==> src/rtl/bad_apple_pkg.sv <==
// Shared definitions for the frame-bank writer and the VGA reader.
package bad_apple_pkg;

    // Writer FSM states
    typedef enum logic [1:0] {
        WR_IDLE = 2'd0,
        WR_FILL = 2'd1,
        WR_DONE = 2'd2
    } wr_state_t;

    // Frame geometry defaults shared with the VGA reader
    localparam int FRAME_WORDS_DEF = 30000;
    localparam int DATA_W_DEF      = 16;

endpackage : bad_apple_pkg

==> src/rtl/frame_addr_counter.sv <==
// Bank word address counter for one frame: clears on request, counts accepted
// words, and flags the final word of the frame. It never exceeds FRAME_WORDS-1.
module frame_addr_counter #(
    parameter int FRAME_WORDS = 30000,
    parameter int ADDR_W      = 15
) (
    input  logic              clk,
    input  logic              rst,
    input  logic              clr,
    input  logic              inc,
    output logic [ADDR_W-1:0] addr,
    output logic              last
);

    logic [ADDR_W-1:0] addr_q;
    logic [ADDR_W-1:0] addr_d;

    localparam logic [ADDR_W-1:0] LAST_ADDR = ADDR_W'(FRAME_WORDS - 1);

    // Next address: clear wins over increment; the final word wraps back to 0
    always_comb begin
        addr_d = addr_q;
        if (clr) begin
            addr_d = '0;
        end else if (inc) begin
            if (addr_q == LAST_ADDR) begin
                addr_d = '0;
            end else begin
                addr_d = addr_q + 1'b1;
            end
        end
    end

    // Address register
    always_ff @(posedge clk or posedge rst) begin
        if (rst) begin
            addr_q <= '0;
        end else begin
            addr_q <= addr_d;
        end
    end

    assign addr = addr_q;
    assign last = (addr_q == LAST_ADDR);

endmodule : frame_addr_counter

==> src/rtl/bank_write_fsm.sv <==
// Write side of the ping-pong frame banks: takes a valid/ready stream of packed
// 1bpp pixel words and fills whichever bank the VGA reader is not using.
module bank_write_fsm
    import bad_apple_pkg::*;
#(
    parameter int DATA_W      = DATA_W_DEF,
    parameter int FRAME_WORDS = FRAME_WORDS_DEF,
    parameter int ADDR_W      = 15,
    parameter int CNT_W       = 16
) (
    input  logic              CLK_40,
    input  logic              reset,
    input  logic              start_data_FSM,
    input  logic              switch_mode,
    input  logic              read_bank1,
    input  logic              read_bank2,
    input  logic [DATA_W-1:0] s_data,
    input  logic              s_valid,
    output logic              s_ready,
    output logic              wr_en_b1,
    output logic              wr_en_b2,
    output logic [ADDR_W-1:0] wr_addr,
    output logic [DATA_W-1:0] wr_data,
    output logic              frame_done,
    output logic              underrun,
    output logic              bank_conflict,
    output logic [CNT_W-1:0]  frame_count
);

    wr_state_t         state_q, state_d;
    logic              wr_sel_q, wr_sel_d;     // 0: bank1, 1: bank2
    logic              cnt_clr, cnt_inc;
    logic [ADDR_W-1:0] addr;
    logic              last;
    logic              accept;
    logic              underrun_set;

    logic              wr_en_b1_q, wr_en_b2_q;
    logic [ADDR_W-1:0] wr_addr_q;
    logic [DATA_W-1:0] wr_data_q;
    logic              frame_done_q;
    logic              underrun_q;
    logic              bank_conflict_q;
    logic [CNT_W-1:0]  frame_count_q;

    frame_addr_counter #(
        .FRAME_WORDS (FRAME_WORDS),
        .ADDR_W      (ADDR_W)
    ) u_addr_cnt (
        .clk  (CLK_40),
        .rst  (reset),
        .clr  (cnt_clr),
        .inc  (cnt_inc),
        .addr (addr),
        .last (last)
    );

    // Ready depends on state alone so upstream sees no combinational path from s_valid
    assign s_ready = (state_q == WR_FILL);
    assign accept  = s_valid && s_ready;

    // Next-state, bank select and counter control
    always_comb begin
        state_d      = state_q;
        wr_sel_d     = wr_sel_q;
        cnt_clr      = 1'b0;
        cnt_inc      = 1'b0;
        underrun_set = 1'b0;
        case (state_q)
            WR_IDLE: begin
                // Playback starts with VGA on bank1, so the writer targets bank2
                if (start_data_FSM) begin
                    state_d  = WR_FILL;
                    wr_sel_d = 1'b1;
                    cnt_clr  = 1'b1;
                end
            end
            WR_FILL: begin
                if (accept) begin
                    cnt_inc = 1'b1;
                    if (last) begin
                        state_d = WR_DONE;
                    end
                end
                // A swap abandons any partial frame; a swap that lands on the
                // final word is a clean handover and goes straight to the next fill
                if (switch_mode) begin
                    wr_sel_d = ~wr_sel_q;
                    cnt_clr  = 1'b1;
                    state_d  = WR_FILL;
                    if (!(accept && last)) begin
                        underrun_set = 1'b1;
                    end
                end
            end
            WR_DONE: begin
                if (switch_mode) begin
                    wr_sel_d = ~wr_sel_q;
                    cnt_clr  = 1'b1;
                    state_d  = WR_FILL;
                end
            end
            default: begin
                state_d = WR_IDLE;
            end
        endcase
    end

    // State and bank select registers
    always_ff @(posedge CLK_40 or posedge reset) begin
        if (reset) begin
            state_q  <= WR_IDLE;
            wr_sel_q <= 1'b0;
        end else begin
            state_q  <= state_d;
            wr_sel_q <= wr_sel_d;
        end
    end

    // Write stage: one registered cycle from accept to bank strobe, using the pre-swap bank
    always_ff @(posedge CLK_40 or posedge reset) begin
        if (reset) begin
            wr_en_b1_q    <= 1'b0;
            wr_en_b2_q    <= 1'b0;
            wr_addr_q     <= '0;
            wr_data_q     <= '0;
            frame_done_q  <= 1'b0;
            frame_count_q <= '0;
        end else begin
            wr_en_b1_q   <= accept && !wr_sel_q;
            wr_en_b2_q   <= accept && wr_sel_q;
            frame_done_q <= accept && last;
            if (accept) begin
                wr_addr_q <= addr;
                wr_data_q <= s_data;
                if (last) begin
                    frame_count_q <= frame_count_q + 1'b1;
                end
            end
        end
    end

    // Sticky error flags, cleared only by reset
    always_ff @(posedge CLK_40 or posedge reset) begin
        if (reset) begin
            underrun_q      <= 1'b0;
            bank_conflict_q <= 1'b0;
        end else begin
            if (underrun_set) begin
                underrun_q <= 1'b1;
            end
            if ((wr_en_b1_q && read_bank1) || (wr_en_b2_q && read_bank2)) begin
                bank_conflict_q <= 1'b1;
            end
        end
    end

    assign wr_en_b1      = wr_en_b1_q;
    assign wr_en_b2      = wr_en_b2_q;
    assign wr_addr       = wr_addr_q;
    assign wr_data       = wr_data_q;
    assign frame_done    = frame_done_q;
    assign underrun      = underrun_q;
    assign bank_conflict = bank_conflict_q;
    assign frame_count   = frame_count_q;

endmodule : bank_write_fsm

==> config.mk <==
export PLATFORM = sky130hd
export DESIGN_NAME = bank_write_fsm
export DESIGN_NICKNAME = d
export VERILOG_FILES = /design/src/rtl/bad_apple_pkg.sv /design/src/rtl/frame_addr_counter.sv /design/src/rtl/bank_write_fsm.sv
export SDC_FILE = /design/constraint.sdc
export NUM_CORES = 1
export LEC_CHECK = 0
export BUFFER_PORTS_ARGS = -buffer_cell sky130_fd_sc_hd__clkbuf_2
export CORE_MARGIN = 4
export CORE_UTILIZATION = 54
export DETAILED_ROUTE_END_ITERATION = 8
export MAX_ROUTING_LAYER = met4
export PLACE_DENSITY = 0.77
export SLEW_MARGIN = 0
export SYNTH_ARGS = -nofsm -noshare
export SYNTH_HDL_FRONTEND = slang
export SYNTH_SLANG_ARGS = --single-unit
==> constraint.sdc <==
create_clock -name CLK_40 -period 3 [get_ports CLK_40]
set_input_delay 0.3 -clock CLK_40 [delete_from_list [all_inputs] [get_ports CLK_40]]
set_output_delay 0.3 -clock CLK_40 [all_outputs]
set_load 0.005 [all_outputs]
==> impl_results.md, run 1 <==
* Total core area at between 0.005 and 0.006 mm²
* Outcome: completed
* Die Width at 86.5 µm
* Post-Syn Instances at 349
* Largest net degree at the start of global routing at 39
* Clock share of power at 31.1%
* CP max-delay cell: or4b_4
* Max-cap violations at 0
* VDD IR-drop max at 0.000436 V
* Avg WL per Cell at 14.9 µm
* Simple-gate share of the synthesized area at 26.7%
* Detail Route Antenna Nets at 0
* Initial drt markers at approximately 210
* Syn nets at between 300 and 400
* Post-synth EDFFs at 0
* IO Pins at 76
* Unrepaired setup endpoints after global routing: false
* TritonCTS clock tree: yes
* # rows at 28
* # Post-CTS Setup Buffers at 0
* Design area at 0.00398 mm²
* Worst-Margin Slew at 0.468 ns
* Clock skew at 0.00526 ns
* CP Class: flip-flop to flip-flop
* Crit. End Element: flip-flop
* Setup ws final at 0.550 ns
* Yosys reg bits at 70
* CP Launch Type: flip-flop
* Die area at 0.00748 mm²
* Max transition margin at 68.8%
* Grt total ovfl at 0
* Largest cells by area after synthesis: dfrtp_1, nand2_1, xnor2_1
* DP HPWL at 5290 µm
* Critical Path Max Stage Delay at 0.58 ns
* Layout cell share with drive strength beyond 1 at 25.2%
* Area leader, netlist: dfrtp_1
* Final Hold Viols at 0
* Fraction of power consumed by sequential logic at 43.0%
* Distinct cells, synth at between 40 and 50
* Post-synthesis compound-gate area fraction at 8.73%
* Leak at roughly 2.0 nW
* Area after DPL at roughly 0.0037 mm²
* Vias in the first global route at 2662
* Avg Vias per Cell at 5.62
* Clock Pin Slew Worst Setup and Hold Paths at 0.07 ns
* Pre-CTS setup slack at between 0.5 and 0.6 ns
* Final min period at around 2.5 ns
* Number of port buffers at 75
* DR vias at 2834
* CTS Sinks at 70
* Number of hold buffers added after cts at 1
* Global-route wire length before repair at 12600 µm
* Final TNS setup at 0 ns
* Tcrit/Tclk final at between 80% and 90%
* Worst skew pair latency at about 0.34 ns
* Post-synthesis mux area share at less than 1%
* Fin. max-slew vios at 0
* Clock buffer depth at 2
* Root Driver: clkbuf_8
* Largest family of logic cells by synthesized area: simple AND/OR/NAND/NOR gates
* Crit path max fanout at 9
* Final setup viols at 0
* Final design utilization at 66.9%
* Worst endpoint required time at 3.22 ns
* Xor/xnor share of the synthesized area at 4.70%
* Sequential cell area fraction in the yosys report at between 50% and 60%
* Power density over cell area at 701 mW/mm²
* Combinational power share at 25.8%
* Number of gates resized after cts at 0
* Initial DRT Pass Iterations at 5
* Ys async rst share at 100%
* Num CTS Buffers at 9
* Worst path arrival time at about 2.7 ns
* Internal power at between 0.0015 and 0.002 W
* GPL Wtd Cong at 0.975
* Net Switching at between 0.0009 and 0.001 W
* Post-synth top area share at 52.7%
* Max Freq at 408 MHz
* Net Sw Frac at 32.5%
* Routed WL at roughly 7500 µm
* Mapped Area at ~0.0033 mm²
* Ys flop type: dfrtp_1
* Area Growth Syn to Fin at 19.8%
* Mean Syn Cell Area at 9.53 µm²
* H-Tree Depth at 3
* Initial Utilization at approximately 56%
* Die Ht at 86.5 µm
* Gr usage total at about 22%
* Yosys warns at 0
* Worst-path cell chain: or4b_4, or4_4, or4_1, xnor2_1
* # DRC at 0
* Layout Nets at between 400 and 500
* HP Class: primary input to flip-flop
* Synth Area in Adders at 2.26%
* Initial antenna violation count at 0
* Antenna cells at 0
==> power by group through the flow <==
stage	clock [W]	sequential [W]	combinational, W
6_report	0.000869	0.00120	0.000722
5_1_grt	0.000930	0.00123	0.000810
4_1_cts	0.000883	0.00120	0.000728
3_5_place_dp	0	0.00122	0.000721
3_3_place_gp	0	0.00121	0.000700
2_1_floorplan	0	0.00122	0.000438
==> routing by layer <==
layer | routed length (µm) | up-vias | track usage (%) | part of all wire, %
met5 | 0 | - | - | 0
met4 | 120 | 0 | 9.92 | 1.6
met3 | 536 | 13 | 3.61 | 7.1
met2 | 3480 | 106 | 32.2 | 46
met1 | 3390 | 1345 | 30.5 | 45
li1 | - | 1370 | - | -
==> path summary, 6_finish.rpt <==
check                                               startpoint                    endpoint  slack (ns)  cells past startpoint
worst max-delay path            u_addr_cnt.addr[6]$_DFFE_PP0P_  frame_count[7]$_DFFE_PP0P_        0.55                      4
worst min-delay path                                 s_data[4]      wr_data[4]$_DFFE_PP0P_        0.15                      3
worst max register to register  u_addr_cnt.addr[6]$_DFFE_PP0P_  frame_count[7]$_DFFE_PP0P_        0.55                      4
worst min register to register            underrun$_DFFE_PP0P_        underrun$_DFFE_PP0P_        0.47                      1
max in group asynchronous                                reset     wr_data[11]$_DFFE_PP0P_        1.85                      4
min in group asynchronous                                reset      wr_data[3]$_DFFE_PP0P_        0.46                      3
==> cell families after synthesis <==
logic type	count (synthesis)
simple gates	186
flops	70
compound gates	41
buf+inv	27
xor+xnor	17
fa+ha+maj	6
mux	2
==> placed cells by master, fill, tap and decap left out, types with 2 or more instances in the layout <==
cell type / Yosys / final
nor2b_1: 3 / 3
buf_4: 0 / 7
nand2b_1: 2 / 2
or2_2: 2 / 2
clkbuf_8: 0 / 11
a31oi_1: 13 / 13
nor3_1: 4 / 4
nand4_1: 16 / 16
o31a_1: 2 / 2
clkbuf_2: 0 / 75
a41oi_1: 3 / 3
nor2_1: 11 / 11
xor2_1: 2 / 2
and3_1: 5 / 5
xnor2_1: 14 / 14
nand2_1: 104 / 104
or4_1: 6 / 6
o41ai_1: 2 / 2
o21ai_0: 5 / 5
or4_4: 2 / 2
a32oi_1: 2 / 2
a21oi_1: 3 / 3
nor4_1: 3 / 2
and2_1: 3 / 3
ha_1: 6 / 6
o211ai_1: 2 / 2
nand3_1: 19 / 19
bufinv_16: 0 / 2
inv_1: 8 / 7
dfrtp_1: 70 / 70
==> critical path: cells and delay by family (launching register included) <==
family / cells / cell delay (ns)
flip-flops: 1 / 0.47
AND/OR/NAND/NOR: 3 / 1.71
XOR/XNOR: 1 / 0.15
==> sequential cells by signal (all words and copies together), names as in the netlist <==
register / cells
wr_sel_q: 1
wr_en_b2: 1
underrun: 1
state_q: 2
frame_count: 16
wr_en_b1: 1
u_addr_cnt.addr: 15
wr_data: 16
frame_done: 1
bank_conflict: 1
wr_addr: 15
==> cell type report <==
cell class              count  area, µm²
fillers                   479       1970
repair buffers             83        438
multi-input cells         252       1440
well taps                  75       93.8
clock buffers              11        151
clock inverters             5       81.3
flip-flops and latches     70       1750
inverters                   8       30.0
==> Yosys cell counts, types with 3 or more instances <==
cell,number
nor2b_1,3
and3_1,5
nand4_1,16
nand2_1,104
o21ai_0,5
ha_1,6
or4_1,6
clkbuf_1,14
xnor2_1,14
nor3_1,4
a31oi_1,13
dfrtp_1,70
nor4_1,3
nand3_1,19
a41oi_1,3
inv_1,8
a21oi_1,3
and2_1,3
buf_6,3
nor2_1,11
==> stage by stage <==
step / power, W / std cells / hold WS [ns]
detailed placement: 0.00194 / 487 / 0.281
global placement: 0.00191 / 487 / 0.277
global route: 0.00297 / 504 / 0.148
finish: 0.00279 / 504 / 0.152
CTS: 0.00281 / 504 / 0.143
floorplan: 0.00166 / 349 / 0.405
No activity file was read; power rests on OpenSTA's default activity.
==> run 2: changes to the inputs <==
ABC_AREA = 1   (was default)
CORE_UTILIZATION = 49   (was 54)
PLACE_DENSITY = 0.73   (was 0.77)
clock period = 2.2 ns   (was 3 ns; I/O delays follow)
==> run 2 against run 1 <==
Effect of this change: sequential power is 34% higher; highest routed layer unchanged; critical path type unchanged; flip-flop and latch count is the same; worst hold slack worse by 0.092 ns; clock power rose by 47%; register-to-register slack got worse by 0.12 ns; non-clock buffer count shrank 4; routed wire length up 7.0%; global-route usage shrank 1.1 points; via count rose by 7.0%.
==> impl_results.md, run 2 <==
* Clock Pin Slew Worst Setup and Hold Paths at 0.08 ns (was 0.07 ns)
* Worst path arrival time at 2.00 ns (was 2.67 ns)
* Number of port buffers at 75 (unchanged)
* Gr usage total at 20.9% (was 22.1%)
* Final min period at 1.77 ns (was 2.45 ns)
* Post-synth EDFFs at 0 (unchanged)
* Register area at 0.00175 mm² (unchanged)
* Avg Vias per Cell at 4.99 (was 5.62)
* Count leader, synth: nand2_1 (unchanged)
* TritonCTS clock tree: yes (unchanged)
* Final TNS setup at 0 ns (unchanged)
* Clock skew at 0.00834 ns (was 0.00526 ns)
* Max Freq at 564 MHz (was 408 MHz)
* Num CTS Buffers at 9 (unchanged)
* Die Width at 92.2 µm (was 86.5 µm)
* DP HPWL at 5870 µm (was 5290 µm)
* Worst-Margin Slew at 0.468 ns (about the same)
* Net Sw Frac at 30.6% (was 32.5%)
* Global-route wire length before repair at 13700 µm (was 12600 µm)
* Post-synth top area share at 50.4% (was 52.7%)
* Setup ws final at 0.426 ns (was 0.550 ns)
* Sequential cell area fraction in the yosys report at 50.4% (was 52.7%)
* CTS Sinks at 70 (unchanged)
* Largest cells by area after synthesis: dfrtp_1, nand2_1, inv_1 (was dfrtp_1, nand2_1, xnor2_1)
* Worst skew pair latency at 0.35 ns (was 0.34 ns)
* Mapped Area at 0.00347 mm² (was 0.00332 mm²)
* Initial drt markers at 165 (was 214)
* Post-Syn Instances at 426 (was 349)
* # DRC at 0 (unchanged)
* Root Driver: clkbuf_8 (unchanged)
* FF-to-FF setup slack at 0.43 ns (was 0.55 ns)
* Internal power at 0.00258 W (was 0.00189 W)
* Layout Nets at 536 (was 453)
* Fraction of power consumed by sequential logic at 43.3% (was 43.0%)
* Tcrit/Tclk final at 80.7% (was 81.7%)
* Worst reg2reg path depth at 7 (was 4)
* Layout cell share with drive strength beyond 1 at 24.2% (was 25.2%)
* Leak at 2.13 nW (was 1.98 nW)
* Detail Route Antenna Nets at 0 (unchanged)
* IO Pins at 76 (unchanged)
* CP Class: flip-flop to flip-flop (unchanged)
* H-Tree Depth at 3 (unchanged)
* Unrepaired setup endpoints after global routing: false (unchanged)
* Max-cap violations at 0 (unchanged)
* CP Launch Type: flip-flop (unchanged)
* RR Startpoint: state_q[0]$_DFFE_PP0P_ (was u_addr_cnt.addr[6]$_DFFE_PP0P_)
* Clock buffer depth at 2 (unchanged)
* Area leader, netlist: dfrtp_1 (unchanged)
* Ys flop type: dfrtp_1 (unchanged)
* Largest net degree at the start of global routing at 50 (was 39)
* Combinational power share at 22.4% (was 25.8%)
* Area after DPL at 0.00395 mm² (was 0.00374 mm²)
* Hold path depth at 3 (unchanged)
* Worst hold endpoint: wr_data[10]$_DFFE_PP0P_ (was wr_data[4]$_DFFE_PP0P_)
* Yosys warns at 0 (unchanged)
* Post-synth top cells: nand2_1, dfrtp_1, inv_1, nor2_1, nand3_1 (was nand2_1, dfrtp_1, nand3_1, nand4_1)
* Yosys reg bits at 70 (unchanged)
* Total power at 0.00372 W (was 0.00279 W)
* Number of gates resized after cts at 0 (unchanged)
* Area Growth Syn to Fin at 20.9% (was 19.8%)
* Initial Utilization at 50.9% (was 55.8%)
* Vias in the first global route at 2808 (was 2662)
* Fin. max-slew vios at 0 (unchanged)
* Crit Reg-Reg Endpoint: u_addr_cnt.addr[2]$_DFFE_PP0P_ (was frame_count[7]$_DFFE_PP0P_)
* GPL Wtd Cong at 0.903 (was 0.975)
* Most common cell after layout, fill and taps aside: nand2_1 (unchanged)
* Die area at 0.00850 mm² (was 0.00748 mm²)
* Outcome: completed (unchanged)
* Most frequent cells in the layout: nand2_1, clkbuf_2, dfrtp_1 (unchanged)
* Crit. End Element: flip-flop (unchanged)
* Mean Syn Cell Area at 8.16 µm² (was 9.53 µm²)
* Power density over cell area at 886 mW/mm² (was 701 mW/mm²)
* Avg WL per Cell at 13.2 µm (was 14.9 µm)
* Ys async rst share at 100% (unchanged)
* Distinct cells, synth at 34 (was 48)
* Design area at 0.00420 mm² (was 0.00398 mm²)
* Crit path max fanout at 9 (unchanged)
* Routed WL at 8050 µm (was 7530 µm)
* HP Class: primary input to flip-flop (unchanged)
* Final setup viols at 0 (unchanged)
* Worst endpoint required time at 2.42 ns (was 3.22 ns)
* Final Hold Viols at 0 (unchanged)
* Fillcell total at 605 (was 479)
* VDD IR-drop max at 0.000366 V (was 0.000436 V)
* Initial antenna violation count at 0 (unchanged)
* DR vias at 3032 (was 2834)
* Net Switching at 0.00114 W (was 0.000906 W)
* Total core area at 0.00683 mm² (was 0.00596 mm²)
* Pre-CTS setup slack at 0.469 ns (was 0.571 ns)
* Grt total ovfl at 0 (unchanged)
* Syn nets at 455 (was 378)
* # rows at 30 (was 28)
* Area of the multi-input gates at 0.00150 mm² (was 0.00144 mm²)
* Antenna cells at 0 (unchanged)
* Critical hold path startpoint: s_data[10] (was s_data[4])
* Initial DRT Pass Iterations at 4 (was 5)
* Max transition margin at 68.8% (about the same)
* Clock share of power at 34.3% (was 31.1%)
* Die Ht at 92.2 µm (was 86.5 µm)
[run 2: cell types whose count changed in the layout (fill, tap and decap cells not counted), moves of 7 or more]
cell | previous run | this run
nand2_1 | 104 | 154
xnor2_1 | 14 | 6
xor2_1 | 2 | 9
nand4_1 | 16 | 6
a31oi_1 | 13 | 1
nor2_2 | 0 | 7
nor2_1 | 11 | 30
inv_2 | 1 | 8
o21ai_1 | 0 | 9
o21ai_0 | 5 | 21
inv_1 | 7 | 34
[run 2: how the worst max path moves through the flow]
stage / startpoint / to / slack (ns) / cells after the start
2_1_floorplan: reset / bank_conflict$_DFFE_PP0P_ / 0.21 / 1
3_3_place_gp: state_q[0]$_DFFE_PP0P_ / u_addr_cnt.addr[4]$_DFFE_PP0P_ / 0.55 / 7
3_5_place_dp: state_q[0]$_DFFE_PP0P_ / u_addr_cnt.addr[11]$_DFFE_PP0P_ / 0.47 / 7
4_1_cts: state_q[0]$_DFFE_PP0P_ / u_addr_cnt.addr[2]$_DFFE_PP0P_ / 0.44 / 7
5_1_grt: state_q[0]$_DFFE_PP0P_ / u_addr_cnt.addr[11]$_DFFE_PP0P_ / 0.25 / 7
6_report: state_q[0]$_DFFE_PP0P_ / u_addr_cnt.addr[2]$_DFFE_PP0P_ / 0.43 / 7
[run 2: area by class of cell]
type                    count  share of cell area (%)
flip-flops and latches     70                    41.7
clock buffers              10                    3.28
multi-input cells         303                    35.6
clock inverters             6                    2.59
repair buffers             79                    10.0
well taps                  96                    2.86
inverters                  44                    3.96
[run 2: layer usage]
layer	global-route usage (%)	up-vias	part of all wire, %
met5	-	-	0
met4	7.18	0	1.5
met3	5.00	13	4.9
met2	31.5	78	46
met1	27.9	1430	48
li1	-	1511	-
[run 2: cell families after synthesis]
group / count (synthesis) / synth area share (%)
flops: 70 / 50.4
buf+inv: 53 / 6.52
compound gates: 46 / 7.45
fa+ha+maj: 6 / 2.16
xor+xnor: 15 / 3.78
simple gates: 236 / 29.7
[run 2: power groups by stage]
| stage | Clock (W) | Combinational, W | Sequential (W) |
|---|---|---|---|
| 4_1_cts | 0.00129 | 0.000848 | 0.00161 |
| 3_3_place_gp | 0 | 0.000823 | 0.00162 |
| 6_report | 0.00128 | 0.000834 | 0.00161 |
| 3_5_place_dp | 0 | 0.000842 | 0.00164 |
| 2_1_floorplan | 0 | 0.000493 | 0.00164 |
| 5_1_grt | 0.00136 | 0.000963 | 0.00164 |
[run 2: per-stage QoR]
stage | cells | util [%] | hold slack, ns
2_1_floorplan | 426 | - | 0.330
4_1_cts | 608 | 61.5 | 0.0478
6_report | 608 | 61.5 | 0.0597
3_3_place_gp | 591 | 57.7 | 0.251
5_1_grt | 608 | 61.5 | 0.0571
3_5_place_dp | 591 | 57.7 | 0.251
[run 2: critical path, stage by stage, from the launching register on]
cell and delay (ns):
dfrtp_1 0.41, inv_1 0.10, ha_1 0.32, nand2_1 0.08
a21oi_1 0.30, inv_1 0.12, nand3_2 0.20, o22ai_1 0.10
[run 2: what timing repair did]
item,4_1_cts,5_1_grt
hold buffers,1,0
endpoints found under the hold margin,21,0
buffers inserted,0,0
==> run 3: changes to the inputs <==
CORE_UTILIZATION = 54   (was 49)
PLACE_DENSITY = 0.76   (was 0.73)
clock period = 1.8 ns   (was 2.2 ns; I/O delays follow)
==> run 3 against run 2 <==
Effect of this change: utilization rose by 6.4 points; clock-buffer cell count is 1 higher; via count up 2.1%; first-iteration DRC count grew 40%; combinational power up 29%; cell area down 1.5%; non-clock buffer count is 1 higher; critical path type unchanged.
==> impl_results.md, run 3 (same netlist as run 2, synthesis figures left out) <==
* Outcome: completed (unchanged)
* Initial antenna violation count at 0 (unchanged)
* Hold path depth at 3 (unchanged)
* Total core area at 0.00610 mm² (was 0.00683 mm²)
* Combinational power share at 25.5% (was 22.4%)
* Clock Pin Slew Worst Setup and Hold Paths at 0.07 ns (was 0.08 ns)
* Crit path max fanout at 7 (was 9)
* Routed WL at 8000 µm (was 8050 µm)
* Max transition margin at 71.9% (was 68.8%)
* Grt total ovfl at 0 (unchanged)
* CTS Sinks at 70 (unchanged)
* Placed Cells at 571 (was 591)
* Tcrit/Tclk final at 91.5% (was 80.7%)
* Worst hold endpoint: wr_data[10]$_DFFE_PP0P_ (unchanged)
* Initial DRT Pass Iterations at 5 (was 4)
* Final Non-Filler Cells at 588 (was 608)
* Area Growth Syn to Fin at 19.1% (was 20.9%)
* VDD IR-drop max at 0.000793 V (was 0.000366 V)
* Vias in the first global route at 2790 (was 2808)
* Final Hold Viols at 0 (unchanged)
* Largest net degree at the start of global routing at 71 (was 50)
* Critical hold path startpoint: s_data[10] (unchanged)
* Most frequent cells in the layout: nand2_1, clkbuf_2, dfrtp_1 (unchanged)
* # Post-CTS Setup Buffers at 0 (unchanged)
* Worst reg2reg path depth at 8 (was 7)
* Avg Vias per Cell at 5.27 (was 4.99)
* Max Freq at 607 MHz (was 564 MHz)
* Die Width at 88.2 µm (was 92.2 µm)
* GPL Wtd Cong at 0.905 (was 0.903)
* TritonCTS clock tree: yes (unchanged)
* Met3 routed WL at 721 µm (was 391 µm)
* Gr usage total at 22.8% (was 20.9%)
* Worst endpoint required time at 2.08 ns (was 2.42 ns)
* Met1 WL at 3570 µm (was 3830 µm)
* Clock buffer depth at 2 (unchanged)
* Internal power at 0.00286 W (was 0.00258 W)
* DP HPWL at 5990 µm (was 5870 µm)
* Avg WL per Cell at 13.6 µm (was 13.2 µm)
* Net Switching at 0.00137 W (was 0.00114 W)
* Top Layer Used: met4 (unchanged)
* Initial Utilization at 57.0% (was 50.9%)
* Power density over cell area at 1020 mW/mm² (was 886 mW/mm²)
* Most common cell after layout, fill and taps aside: nand2_1 (unchanged)
* HP Class: primary input to flip-flop (unchanged)
* Final hold slack at 0.0303 ns (was 0.0597 ns)
* Num CTS Buffers at 9 (unchanged)
* Clock share of power at 28.2% (was 34.3%)
* Worst skew pair latency at 0.35 ns (about the same)
* Worst path arrival time at 1.93 ns (was 2.00 ns)
* CP Launch Type: flip-flop (unchanged)
* Layout cell share with drive strength beyond 1 at 24.2% (about the same)
* Die Ht at 88.2 µm (was 92.2 µm)
* Leak at 2.10 nW (was 2.13 nW)
* Crit. End Element: flip-flop (unchanged)
* # rows at 28 (was 30)
* Clock skew at 0.00970 ns (was 0.00834 ns)
* Initial drt markers at 231 (was 165)
* Antenna cells at 0 (unchanged)
* DR vias at 3096 (was 3032)
* Crit Reg-Reg Endpoint: u_addr_cnt.addr[12]$_DFFE_PP0P_ (was u_addr_cnt.addr[2]$_DFFE_PP0P_)
* Net Sw Frac at 32.4% (was 30.6%)
* # DRC at 0 (unchanged)
* Global-route wire length before repair at 13100 µm (was 13700 µm)
* Layout Nets at 537 (was 536)
* RR Startpoint: state_q[1]$_DFFE_PP0P_ (was state_q[0]$_DFFE_PP0P_)
* Fin. max-slew vios at 0 (unchanged)
* Max-cap violations at 0 (unchanged)
* Final setup viols at 0 (unchanged)
* Root Driver: clkbuf_8 (unchanged)
* Worst-Margin Slew at 0.422 ns (was 0.468 ns)
* Die area at 0.00778 mm² (was 0.00850 mm²)
* FF-to-FF setup slack at 0.15 ns (was 0.43 ns)
* Detail Route Antenna Nets at 0 (unchanged)
* Number of port buffers at 75 (unchanged)
* H-Tree Depth at 3 (unchanged)
* CP Class: flip-flop to flip-flop (unchanged)
* WL met2 at 3560 µm (was 3710 µm)
* Final design utilization at 67.9% (was 61.5%)
* IO Pins at 76 (unchanged)
* Final min period at 1.65 ns (was 1.77 ns)
* Fraction of power consumed by sequential logic at 46.3% (was 43.3%)
==> run 3: cell count changes in the layout (fill, tap and decap cells not counted), sizes merged <==
cell / before / now
clkbuf: 85 / 86
bufinv: 3 / 1
buf: 3 / 4
clkinvlp: 0 / 1
inv: 42 / 41
clkinv: 5 / 6
==> run 3: worst max-delay path, cell delays in order, from the launching register on <==
cell and delay, ns:
dfrtp_1 0.41, inv_1 0.10, ha_1 0.24, nand2_1 0.11
inv_2 0.21, nand2_1 0.12, nor2_2 0.22, nand3_1 0.10
nand2_1 0.07
==> run 3: layout make-up <==
type | instances | area (µm²)
Inverter | 44 | 170
Sequential cell | 70 | 1750
Fill cell | 517 | 1960
Tap cell | 75 | 93.8
Multi-Input combinational cell | 303 | 1510
Clock buffer | 11 | 131
Timing Repair Buffer | 80 | 428
Clock inverter | 5 | 50.0
==> run 3: metrics by stage <==
step           cell area, µm²  setup slack, ns  setup TNS [ns]  total power [W]
2_1_floorplan            3480            0.312               0          0.00260
3_3_place_gp             3930            0.191               0          0.00301
3_5_place_dp             3930           0.0827               0          0.00304
4_1_cts                  4120           0.0655               0          0.00425
5_1_grt                  4140         -0.00259        -0.00259          0.00453
6_report                 4140            0.153               0          0.00423
==> run 3: worst max-delay path by stage <==
stage	startpoint	end	slack, ns	cells past startpoint
finish	state_q[1]$_DFFE_PP0P_	u_addr_cnt.addr[12]$_DFFE_PP0P_	0.15	8
global placement	state_q[0]$_DFFE_PP0P_	u_addr_cnt.addr[8]$_DFFE_PP0P_	0.19	7
detailed placement	state_q[0]$_DFFE_PP0P_	u_addr_cnt.addr[14]$_DFFE_PP0P_	0.08	7
floorplan	state_q[1]$_DFFE_PP0P_	u_addr_cnt.addr[12]$_DFFE_PP0P_	0.31	9
global route	state_q[1]$_DFFE_PP0P_	u_addr_cnt.addr[13]$_DFFE_PP0P_	-0.003	8
CTS	state_q[0]$_DFFE_PP0P_	u_addr_cnt.addr[8]$_DFFE_PP0P_	0.07	7
==> run 3: power by group through the flow <==
stage          sequential, W  combinational (W)  clock (W)
2_1_floorplan        0.00200           0.000603          0
3_3_place_gp         0.00197            0.00103          0
3_5_place_dp         0.00199            0.00105          0
4_1_cts              0.00196            0.00107    0.00122
5_1_grt              0.00199            0.00123    0.00131
6_report             0.00196            0.00108    0.00119
==> run 3: layer usage <==
metal | global-route usage (%) | up-vias
met5 | - | -
met4 | 10.9 | 0
met3 | 4.66 | 16
met2 | 33.2 | 142
met1 | 30.6 | 1425
li1 | - | 1513
==> run 3: repair_timing <==
action / 4_1_cts / 5_1_grt
setup endpoints to repair: 0 / 10
endpoints found under the hold margin: 70 / 0
hold buffers: 1 / 0
gates resized for setup: 0 / 3
